--- src/rtl/sync_pkg.sv ---
// rtl/sync_pkg.sv - shared constants and types for the sync pulse link
// Purpose: word size, default pulse widths, decoder state encoding and width type.
// The sync generator imports the same package, so encoder and decoder constants agree.
package sync_pkg;

    localparam int NBITS       = 12;
    localparam int START_W_DEF = 2500;
    localparam int ONE_W_DEF   = 1250;
    localparam int ZERO_W_DEF  = 500;
    localparam int TOL_DEF     = 125;
    localparam int GAP_MAX_DEF = 2500;
    localparam int BCNT_W      = $clog2(NBITS);

    typedef logic [15:0]       width_t;
    typedef logic [NBITS-1:0]  word_t;
    typedef logic [BCNT_W-1:0] bitcnt_t;

    typedef enum logic [2:0] {
        ST_IDLE,
        ST_START,
        ST_GAP,
        ST_BIT,
        ST_DONE
    } state_t;

    // |w - x| <= tol, evaluated without going negative on the 16 b width type.
    function automatic logic in_window(input width_t w, input width_t x, input width_t tol);
        width_t d;
        d = (w >= x) ? (w - x) : (x - w);
        return (d <= tol);
    endfunction

endpackage

--- src/rtl/sync_decoder_if.sv ---
// rtl/sync_decoder_if.sv - frame/sync inputs and decoded word outputs of the sync decoder
// Purpose: bundles the decoder's data-path signals.
// Ports:
//   frame_No    running frame number (driven by master)
//   sync_in     raw sync line (driven by master)
//   sec_out     last decoded word
//   frame_stamp frame number at the start pulse rising edge of sec_out
//   sec_vld     1-cycle pulse when sec_out/frame_stamp update
//   seq_err     1-cycle, with sec_vld: word is not previous+1
//   fmt_err     1-cycle: pulse width out of window or gap timeout
//   locked      two consecutive in-sequence words seen
interface sync_decoder_if;
    import sync_pkg::*;

    logic [31:0] frame_No;
    logic        sync_in;
    word_t       sec_out;
    logic [31:0] frame_stamp;
    logic        sec_vld;
    logic        seq_err;
    logic        fmt_err;
    logic        locked;

    modport master (
        output frame_No, sync_in,
        input  sec_out, frame_stamp, sec_vld, seq_err, fmt_err, locked
    );

    modport slave (
        input  frame_No, sync_in,
        output sec_out, frame_stamp, sec_vld, seq_err, fmt_err, locked
    );

endinterface

--- src/rtl/sync_width_meter.sv ---
// rtl/sync_width_meter.sv - synchronizer, edge detect and frame-based pulse width counter
// Purpose: brings the async sync line into the clock domain, flags its edges and
//          measures time since the last edge in frames.
// Ports:
//   clk, rst_n    clock, synchronous active-low reset
//   i_frame_lsb   bit 0 of the running frame number
//   i_sync_in     raw asynchronous sync line
//   o_rise/o_fall single-cycle synced edge strobes
//   o_width       frames since the last synced edge, saturating
module sync_width_meter
    import sync_pkg::*;
(
    input  logic   clk,
    input  logic   rst_n,
    input  logic   i_frame_lsb,
    input  logic   i_sync_in,
    output logic   o_rise,
    output logic   o_fall,
    output width_t o_width
);

    logic   r_sync1;
    logic   r_sync2;
    logic   r_sync3;
    logic   r_frame_lsb;
    width_t r_width;

    logic   w_tick;
    logic   w_rise;
    logic   w_fall;

    assign w_tick = i_frame_lsb ^ r_frame_lsb;
    assign w_rise = r_sync2 & ~r_sync3;
    assign w_fall = ~r_sync2 & r_sync3;

    always_ff @(posedge clk) begin
        if (!rst_n) begin
            r_sync1     <= 1'b0;
            r_sync2     <= 1'b0;
            r_sync3     <= 1'b0;
            r_frame_lsb <= 1'b0;
            r_width     <= '0;
        end else begin
            r_sync1     <= i_sync_in;
            r_sync2     <= r_sync1;
            r_sync3     <= r_sync2;
            r_frame_lsb <= i_frame_lsb;
            // A tick landing on the clearing cycle is kept, so a pulse of N whole
            // frames always reads exactly N regardless of clock/frame phase.
            if (w_rise || w_fall) begin
                r_width <= {15'd0, w_tick};
            end else if (w_tick && (r_width != 16'hFFFF)) begin
                r_width <= r_width + 16'd1;
            end
        end
    end

    assign o_rise  = w_rise;
    assign o_fall  = w_fall;
    assign o_width = r_width;

endmodule

--- src/rtl/sync_decoder.sv ---
// rtl/sync_decoder.sv - decodes start + NBITS pulse-width words from the behaviour-box sync line
// Purpose: recovers the second count, stamps each word with the frame of its start edge,
//          and tracks sequence continuity.
// Ports:
//   clk    system clock
//   rst_n  synchronous active-low reset
//   bus    sync_decoder_if.slave (frame_No, sync_in in; sec_out, frame_stamp,
//          sec_vld, seq_err, fmt_err, locked out)
module sync_decoder
    import sync_pkg::*;
#(
    parameter int START_W = START_W_DEF,
    parameter int ONE_W   = ONE_W_DEF,
    parameter int ZERO_W  = ZERO_W_DEF,
    parameter int TOL     = TOL_DEF,
    parameter int GAP_MAX = GAP_MAX_DEF
) (
    input  logic           clk,
    input  logic           rst_n,
    sync_decoder_if.slave  bus
);

    localparam width_t  LP_START   = width_t'(START_W);
    localparam width_t  LP_ONE     = width_t'(ONE_W);
    localparam width_t  LP_ZERO    = width_t'(ZERO_W);
    localparam width_t  LP_TOL     = width_t'(TOL);
    localparam width_t  LP_GAP_MAX = width_t'(GAP_MAX);
    localparam bitcnt_t LP_LAST    = bitcnt_t'(NBITS - 1);

    logic   w_rise;
    logic   w_fall;
    width_t w_width;

    logic   w_start_ok;
    logic   w_one_ok;
    logic   w_zero_ok;
    logic   w_seq_bad;
    word_t  w_expect;

    state_t      r_state;
    logic [31:0] r_stamp;
    word_t       r_shift;
    bitcnt_t     r_bitcnt;
    word_t       r_prev;
    logic        r_prev_vld;
    logic        r_chain;
    word_t       r_sec_out;
    logic [31:0] r_frame_stamp;
    logic        r_sec_vld;
    logic        r_seq_err;
    logic        r_fmt_err;
    logic        r_locked;

    sync_width_meter u_meter (
        .clk         (clk),
        .rst_n       (rst_n),
        .i_frame_lsb (bus.frame_No[0]),
        .i_sync_in   (bus.sync_in),
        .o_rise      (w_rise),
        .o_fall      (w_fall),
        .o_width     (w_width)
    );

    always_comb begin
        w_start_ok = in_window(w_width, LP_START, LP_TOL);
        w_one_ok   = in_window(w_width, LP_ONE,   LP_TOL);
        w_zero_ok  = in_window(w_width, LP_ZERO,  LP_TOL);
        w_expect   = r_prev + word_t'(1);
        w_seq_bad  = r_prev_vld && (r_shift != w_expect);
    end

    always_ff @(posedge clk) begin
        if (!rst_n) begin
            r_state       <= ST_IDLE;
            r_stamp       <= '0;
            r_shift       <= '0;
            r_bitcnt      <= '0;
            r_prev        <= '0;
            r_prev_vld    <= 1'b0;
            r_chain       <= 1'b0;
            r_sec_out     <= '0;
            r_frame_stamp <= '0;
            r_sec_vld     <= 1'b0;
            r_seq_err     <= 1'b0;
            r_fmt_err     <= 1'b0;
            r_locked      <= 1'b0;
        end else begin
            r_sec_vld <= 1'b0;
            r_seq_err <= 1'b0;
            r_fmt_err <= 1'b0;

            case (r_state)
                ST_IDLE: begin
                    if (w_rise) begin
                        r_stamp <= bus.frame_No;
                        r_state <= ST_START;
                    end
                end

                ST_START: begin
                    if (w_fall) begin
                        if (w_start_ok) begin
                            r_bitcnt <= '0;
                            r_state  <= ST_GAP;
                        end else begin
                            r_fmt_err <= 1'b1;
                            r_locked  <= 1'b0;
                            r_chain   <= 1'b0;
                            r_state   <= ST_IDLE;
                        end
                    end
                end

                ST_GAP: begin
                    if (w_rise) begin
                        r_state <= ST_BIT;
                    end else if (w_width > LP_GAP_MAX) begin
                        r_fmt_err <= 1'b1;
                        r_locked  <= 1'b0;
                        r_chain   <= 1'b0;
                        r_state   <= ST_IDLE;
                    end
                end

                ST_BIT: begin
                    if (w_fall) begin
                        if (w_one_ok || w_zero_ok) begin
                            r_shift <= {r_shift[NBITS-2:0], w_one_ok};
                            if (r_bitcnt == LP_LAST) begin
                                r_state <= ST_DONE;
                            end else begin
                                r_bitcnt <= r_bitcnt + bitcnt_t'(1);
                                r_state  <= ST_GAP;
                            end
                        end else begin
                            r_fmt_err <= 1'b1;
                            r_locked  <= 1'b0;
                            r_chain   <= 1'b0;
                            r_state   <= ST_IDLE;
                        end
                    end
                end

                ST_DONE: begin
                    r_sec_out     <= r_shift;
                    r_frame_stamp <= r_stamp;
                    r_sec_vld     <= 1'b1;
                    r_seq_err     <= w_seq_bad;
                    r_prev        <= r_shift;
                    r_prev_vld    <= 1'b1;
                    // Any published word (even out of sequence) becomes the base the
                    // next word must follow; lock needs two words in a row that agree.
                    r_locked      <= !w_seq_bad && r_chain;
                    r_chain       <= 1'b1;
                    r_state       <= ST_IDLE;
                end

                default: begin
                    r_state <= ST_IDLE;
                end
            endcase
        end
    end

    assign bus.sec_out     = r_sec_out;
    assign bus.frame_stamp = r_frame_stamp;
    assign bus.sec_vld     = r_sec_vld;
    assign bus.seq_err     = r_seq_err;
    assign bus.fmt_err     = r_fmt_err;
    assign bus.locked      = r_locked;

endmodule
--- src/flat_wrapper.sv ---
// flat-port wrapper written by rule: the top's interface ports become plain ports
module sync_decoder_flat import sync_pkg::*;
#(
    parameter int START_W = START_W_DEF,
    parameter int ONE_W   = ONE_W_DEF,
    parameter int ZERO_W  = ZERO_W_DEF,
    parameter int TOL     = TOL_DEF,
    parameter int GAP_MAX = GAP_MAX_DEF
)
  (clk, rst_n, bus_frame_No, bus_sync_in, bus_sec_out, bus_frame_stamp, bus_sec_vld, bus_seq_err, bus_fmt_err, bus_locked);
  sync_decoder_if bus_i ();
  input  logic clk;
  input  logic rst_n;
  input wire logic [$bits(bus_i.frame_No)-1:0] bus_frame_No;
  input wire logic [$bits(bus_i.sync_in)-1:0] bus_sync_in;
  output wire logic [$bits(bus_i.sec_out)-1:0] bus_sec_out;
  output wire logic [$bits(bus_i.frame_stamp)-1:0] bus_frame_stamp;
  output wire logic [$bits(bus_i.sec_vld)-1:0] bus_sec_vld;
  output wire logic [$bits(bus_i.seq_err)-1:0] bus_seq_err;
  output wire logic [$bits(bus_i.fmt_err)-1:0] bus_fmt_err;
  output wire logic [$bits(bus_i.locked)-1:0] bus_locked;
  assign bus_i.frame_No = bus_frame_No;
  assign bus_i.sync_in = bus_sync_in;
  assign bus_sec_out = bus_i.sec_out;
  assign bus_frame_stamp = bus_i.frame_stamp;
  assign bus_sec_vld = bus_i.sec_vld;
  assign bus_seq_err = bus_i.seq_err;
  assign bus_fmt_err = bus_i.fmt_err;
  assign bus_locked = bus_i.locked;
  sync_decoder #(.START_W(START_W), .ONE_W(ONE_W), .ZERO_W(ZERO_W), .TOL(TOL), .GAP_MAX(GAP_MAX)) u_core (.clk(clk), .rst_n(rst_n), .bus(bus_i));
endmodule
--- config.mk ---
export PLATFORM = sky130hd
export DESIGN_NAME = sync_decoder_flat
export DESIGN_NICKNAME = d
export VERILOG_FILES = /design/src/rtl/sync_pkg.sv /design/src/rtl/sync_decoder_if.sv /design/src/rtl/sync_width_meter.sv /design/src/rtl/sync_decoder.sv /design/src/flat_wrapper.sv
export SDC_FILE = /design/constraint.sdc
export NUM_CORES = 1
export LEC_CHECK = 0
export BUFFER_PORTS_ARGS = -buffer_cell sky130_fd_sc_hd__clkbuf_2
export CAP_MARGIN = 30
export CORE_ASPECT_RATIO = 1.75
export CORE_MARGIN = 3
export CORE_UTILIZATION = 45
export DETAILED_ROUTE_END_ITERATION = 12
export SYNTH_ARGS = -nofsm -noshare
export SYNTH_HDL_FRONTEND = slang
export SYNTH_SLANG_ARGS = --single-unit
--- constraint.sdc ---
create_clock -name clk -period 5.6 [get_ports clk]
set_input_delay 1.68 -clock clk [delete_from_list [all_inputs] [get_ports clk]]
set_output_delay 1.68 -clock clk [all_outputs]
set_load 0.1 [all_outputs]
==> impl_metrics.env <==
export IMPL_synth_largest_area_cell="dfxtp_1"
export IMPL_num_rows=59
export IMPL_detail_route_antenna_nets=0
export IMPL_cts_buffers=17
export IMPL_post_dp_hpwl_mm=14.4
export IMPL_r2r_cells=11
export IMPL_synth_flop_cell="dfxtp_1"
export IMPL_synth_edf_count=0
export IMPL_clk_pin_slew_ps=60
export IMPL_die_w_um=100
export IMPL_syn_avg_cell_area_sq_um=7.57
export IMPL_min_path_type="reg -> reg"
export IMPL_synthToLayoutAreaGrowth_pct=15.0
export IMPL_critPathSlowestCell="dfxtp_1"
export IMPL_fillers=1566
export IMPL_worst_pin_slew_ps=998
export IMPL_drive_gt1_share_pct=16.2
export IMPL_wirelength_mm=20.3
export IMPL_ys_seq_area_share_pct=34.7
export IMPL_rsz0062_at_grt="false"
export IMPL_critPathTopFamily="simple AND/OR/NAND/NOR gates"
export IMPL_worst_hold_slack_ps=439
export IMPL_status="complete, no violations"
export IMPL_synth_area_leaders="dfxtp_1 35%, nand2_1 11%, a21oi_1 6.9%, xnor2_1 3.6%, nor2_1 3.2%"
export IMPL_place_congestion=0.982
export IMPL_io_pins=83
export IMPL_antenna_found_initial=0
export IMPL_min_to="u_core.u_meter.r_sync2"
export IMPL_syn_nets=971
export IMPL_setup_viol=0
export IMPL_avgRoutedWirePerCell_um=17.4
export IMPL_ir_drop_v=0.000174
export IMPL_final_setup_tns_ps=0
export IMPL_period_share_pct=76.8
export IMPL_fin_util_pct=53.3
export IMPL_maxSlewHeadroom_pct=33.4
export IMPL_powerDensity_nw_per_um2=256
export IMPL_cp_cell_sequence="inv_1 > ha_1 > nor3_1 > nor2_1 > a211o_1 > a2111oi_0 > nor4_1 > nor4b_1 > a311oi_1 > or3_1 > a32o_1"
export IMPL_vias=6852
export IMPL_postCtsSetupBuffers=0
export IMPL_cts_sinks=121
export IMPL_end_kind="flip-flop"
export IMPL_grt_util_all_layers_pct=23.8
export IMPL_drc=0
export IMPL_hold_violations=0
export IMPL_clockBufferDepth=2
export IMPL_ff2ff_setup_slack_ps=1300
export IMPL_crit_type="reg -> reg"
export IMPL_cp_max_fo=19
export IMPL_synth_seq_cells=121
export IMPL_start_kind="flip-flop"
export IMPL_rr_startpoint="u_core.u_meter.o_width[3]"
export IMPL_n_antenna_cell=0
export IMPL_ff_latch_area_sq_um=2420
export IMPL_syn_area_sq_um=6970
export IMPL_cts_tree="yes"
export IMPL_max_freq_mhz=233
export IMPL_crit_buf_inv=1
export IMPL_final_cell_mix="208 x nand2_1, 121 x dfxtp_1, 96 x a21oi_1"
export IMPL_floorplan_initialDensity_pct=46.3
export IMPL_multi_input_area_sq_um=4210
export IMPL_async_reset_ff_share_pct=0
export IMPL_coreArea_sq_um=15100
export IMPL_grt_overflow=0
export IMPL_drt_initial_drc_count=360
export IMPL_yosys_warnings=0
export IMPL_arrival_ps=4610
export IMPL_cts_resized=0
export IMPL_hold_path_depth=1
export IMPL_finalCriticalPeriod_ps=4300
export IMPL_die_area_sq_um=17100
export IMPL_final_nets=1021
export IMPL_port_buffer_count=82
export IMPL_die_y_um=171
export IMPL_netlist_area_leader_share_pct=34.7
export IMPL_slowest_delay_ps=800
export IMPL_min_from="u_core.u_meter.r_sync1"
export IMPL_skew_ps=9.82
export IMPL_drv_cap=0
export IMPL_viasPerCell=5.87
export IMPL_grt_pass1_vias=6381
export IMPL_holdBufCountCts=0
export IMPL_p_leak_nw=2.96
export IMPL_clockRootBuffer="clkbuf_16"
export IMPL_grt_pass1_wl_mm=32.5
export IMPL_yosysUniqueCellTypes=82
export IMPL_drtPass1Iterations=5
export IMPL_maxSlewViolCount=0
export IMPL_htreeDepth=4
export IMPL_final_common_cell="nand2_1"
export IMPL_synth_cells=921
export IMPL_clk_insertion_delay_late_ps=420
export IMPL_rr_endpoint="u_core.r_bitcnt[1]"
export IMPL_grt_max_degree=47
export IMPL_worstPathRequired_ps=5910
-- worst reg2reg max path, stage by stage (launching register included) --
cell and delay [ps]:
dfxtp_1 800, inv_1 300, ha_1 400, nor3_1 290, nor2_1 180, a211o_1 320, a2111oi_0 410, nor4_1 130
nor4b_1 480, a311oi_1 250, or3_1 370, a32o_1 260
-- cells in the mapped netlist (4+ instances only) --
master / instances
a2111oi_0: 5
o211ai_1: 7
a2111oi_2: 4
a211oi_1: 6
nand2b_1: 4
nand3b_1: 7
xnor2_1: 29
and2_1: 7
nor4_1: 8
a31oi_1: 11
o21ai_1: 4
o21ai_0: 37
ha_1: 15
clkbuf_1: 47
nor2_1: 60
or3_1: 9
o31ai_1: 5
a211o_1: 4
xor2_1: 15
o22ai_1: 10
nor2b_1: 4
or2_2: 5
and3_1: 12
nand3_1: 21
a21oi_1: 96
nand2_1: 208
mux2i_1: 20
inv_1: 18
nor3_1: 20
o21a_1: 4
dfxtp_1: 121
or3b_1: 4
buf_2: 10
nand4_1: 11
-- report_power, final --
| group | internal (mW) | switching [mW] | leakage [nW] |
|---|---|---|---|
| clock network | 0.592 | 0.473 | 0.279 |
| registers | 0.872 | 0.0111 | 0.977 |
| logic | 0.0380 | 0.0661 | 1.71 |
-- kinds of logic after synthesis --
group / Yosys count / share of synthesized area, %
xor+xnor: 44 / 5.53
flops: 121 / 34.7
buf+inv: 83 / 5.02
simple gates: 407 / 27.9
mux: 20 / 2.87
fa+ha+maj: 15 / 2.69
compound gates: 231 / 21.3
-- registers in the layout, summed over array words and instances (netlist names) --
| register | flops |
|---|---|
| u_core.bus.locked | 1 |
| u_core.r_shift | 12 |
| u_core.bus.sec_vld | 1 |
| u_core.r_chain | 1 |
| u_core.r_stamp | 32 |
| u_core.r_prev | 12 |
| u_core.u_meter.o_width | 16 |
| u_core.r_bitcnt | 4 |
| u_core.r_state | 3 |
| u_core.u_meter.r_sync1 | 1 |
| u_core.bus.frame_stamp | 32 |
| u_core.u_meter.r_frame_lsb | 1 |
| u_core.bus.seq_err | 1 |
| u_core.u_meter.r_sync3 | 1 |
| u_core.bus.fmt_err | 1 |
| u_core.u_meter.r_sync2 | 1 |
| u_core.r_prev_vld | 1 |
-- how the worst max path moves through the flow --
stage | start | end | slack, ps | depth (start not counted)
4_1_cts | u_core.u_meter.o_width[3] | u_core.r_bitcnt[2] | 1370 | 11
2_1_floorplan | u_core.u_meter.o_width[3] | u_core.r_shift[1] | 1820 | 15
5_1_grt | u_core.u_meter.o_width[3] | u_core.r_bitcnt[1] | 950 | 11
3_3_place_gp | u_core.u_meter.o_width[3] | u_core.r_bitcnt[1] | 1520 | 11
3_5_place_dp | u_core.u_meter.o_width[3] | u_core.r_bitcnt[2] | 1400 | 11
6_report | u_core.u_meter.o_width[3] | u_core.r_bitcnt[1] | 1300 | 11
-- metal layers --
layer / wire, um / GRT usage [%]
met5: 0 / 0
met4: 979 / 13.3
met2: 10800 / 43.8
met1: 7610 / 25.1
met3: 949 / 4.32
-- metrics by stage --
stage	instance area (sq um)	power, mW	std cells	setup WS, ps
2_1_floorplan	6970	0.967	921	1820
5_1_grt	8020	2.13	1167	952
3_3_place_gp	7440	1.01	1135	1520
4_1_cts	8020	2.07	1167	1370
3_5_place_dp	7440	1.01	1135	1400
6_report	8020	2.05	1167	1300
-- final cells by class --
type,count,area share (%)
clock buffer,17,5.30
inverter,18,0.842
sequential,121,30.2
tap,183,2.85
timing repair buffer,96,6.43
multi-input combinational,717,52.5
clock inverter,15,1.92
Note: power is estimated with default switching activity, not from simulation.
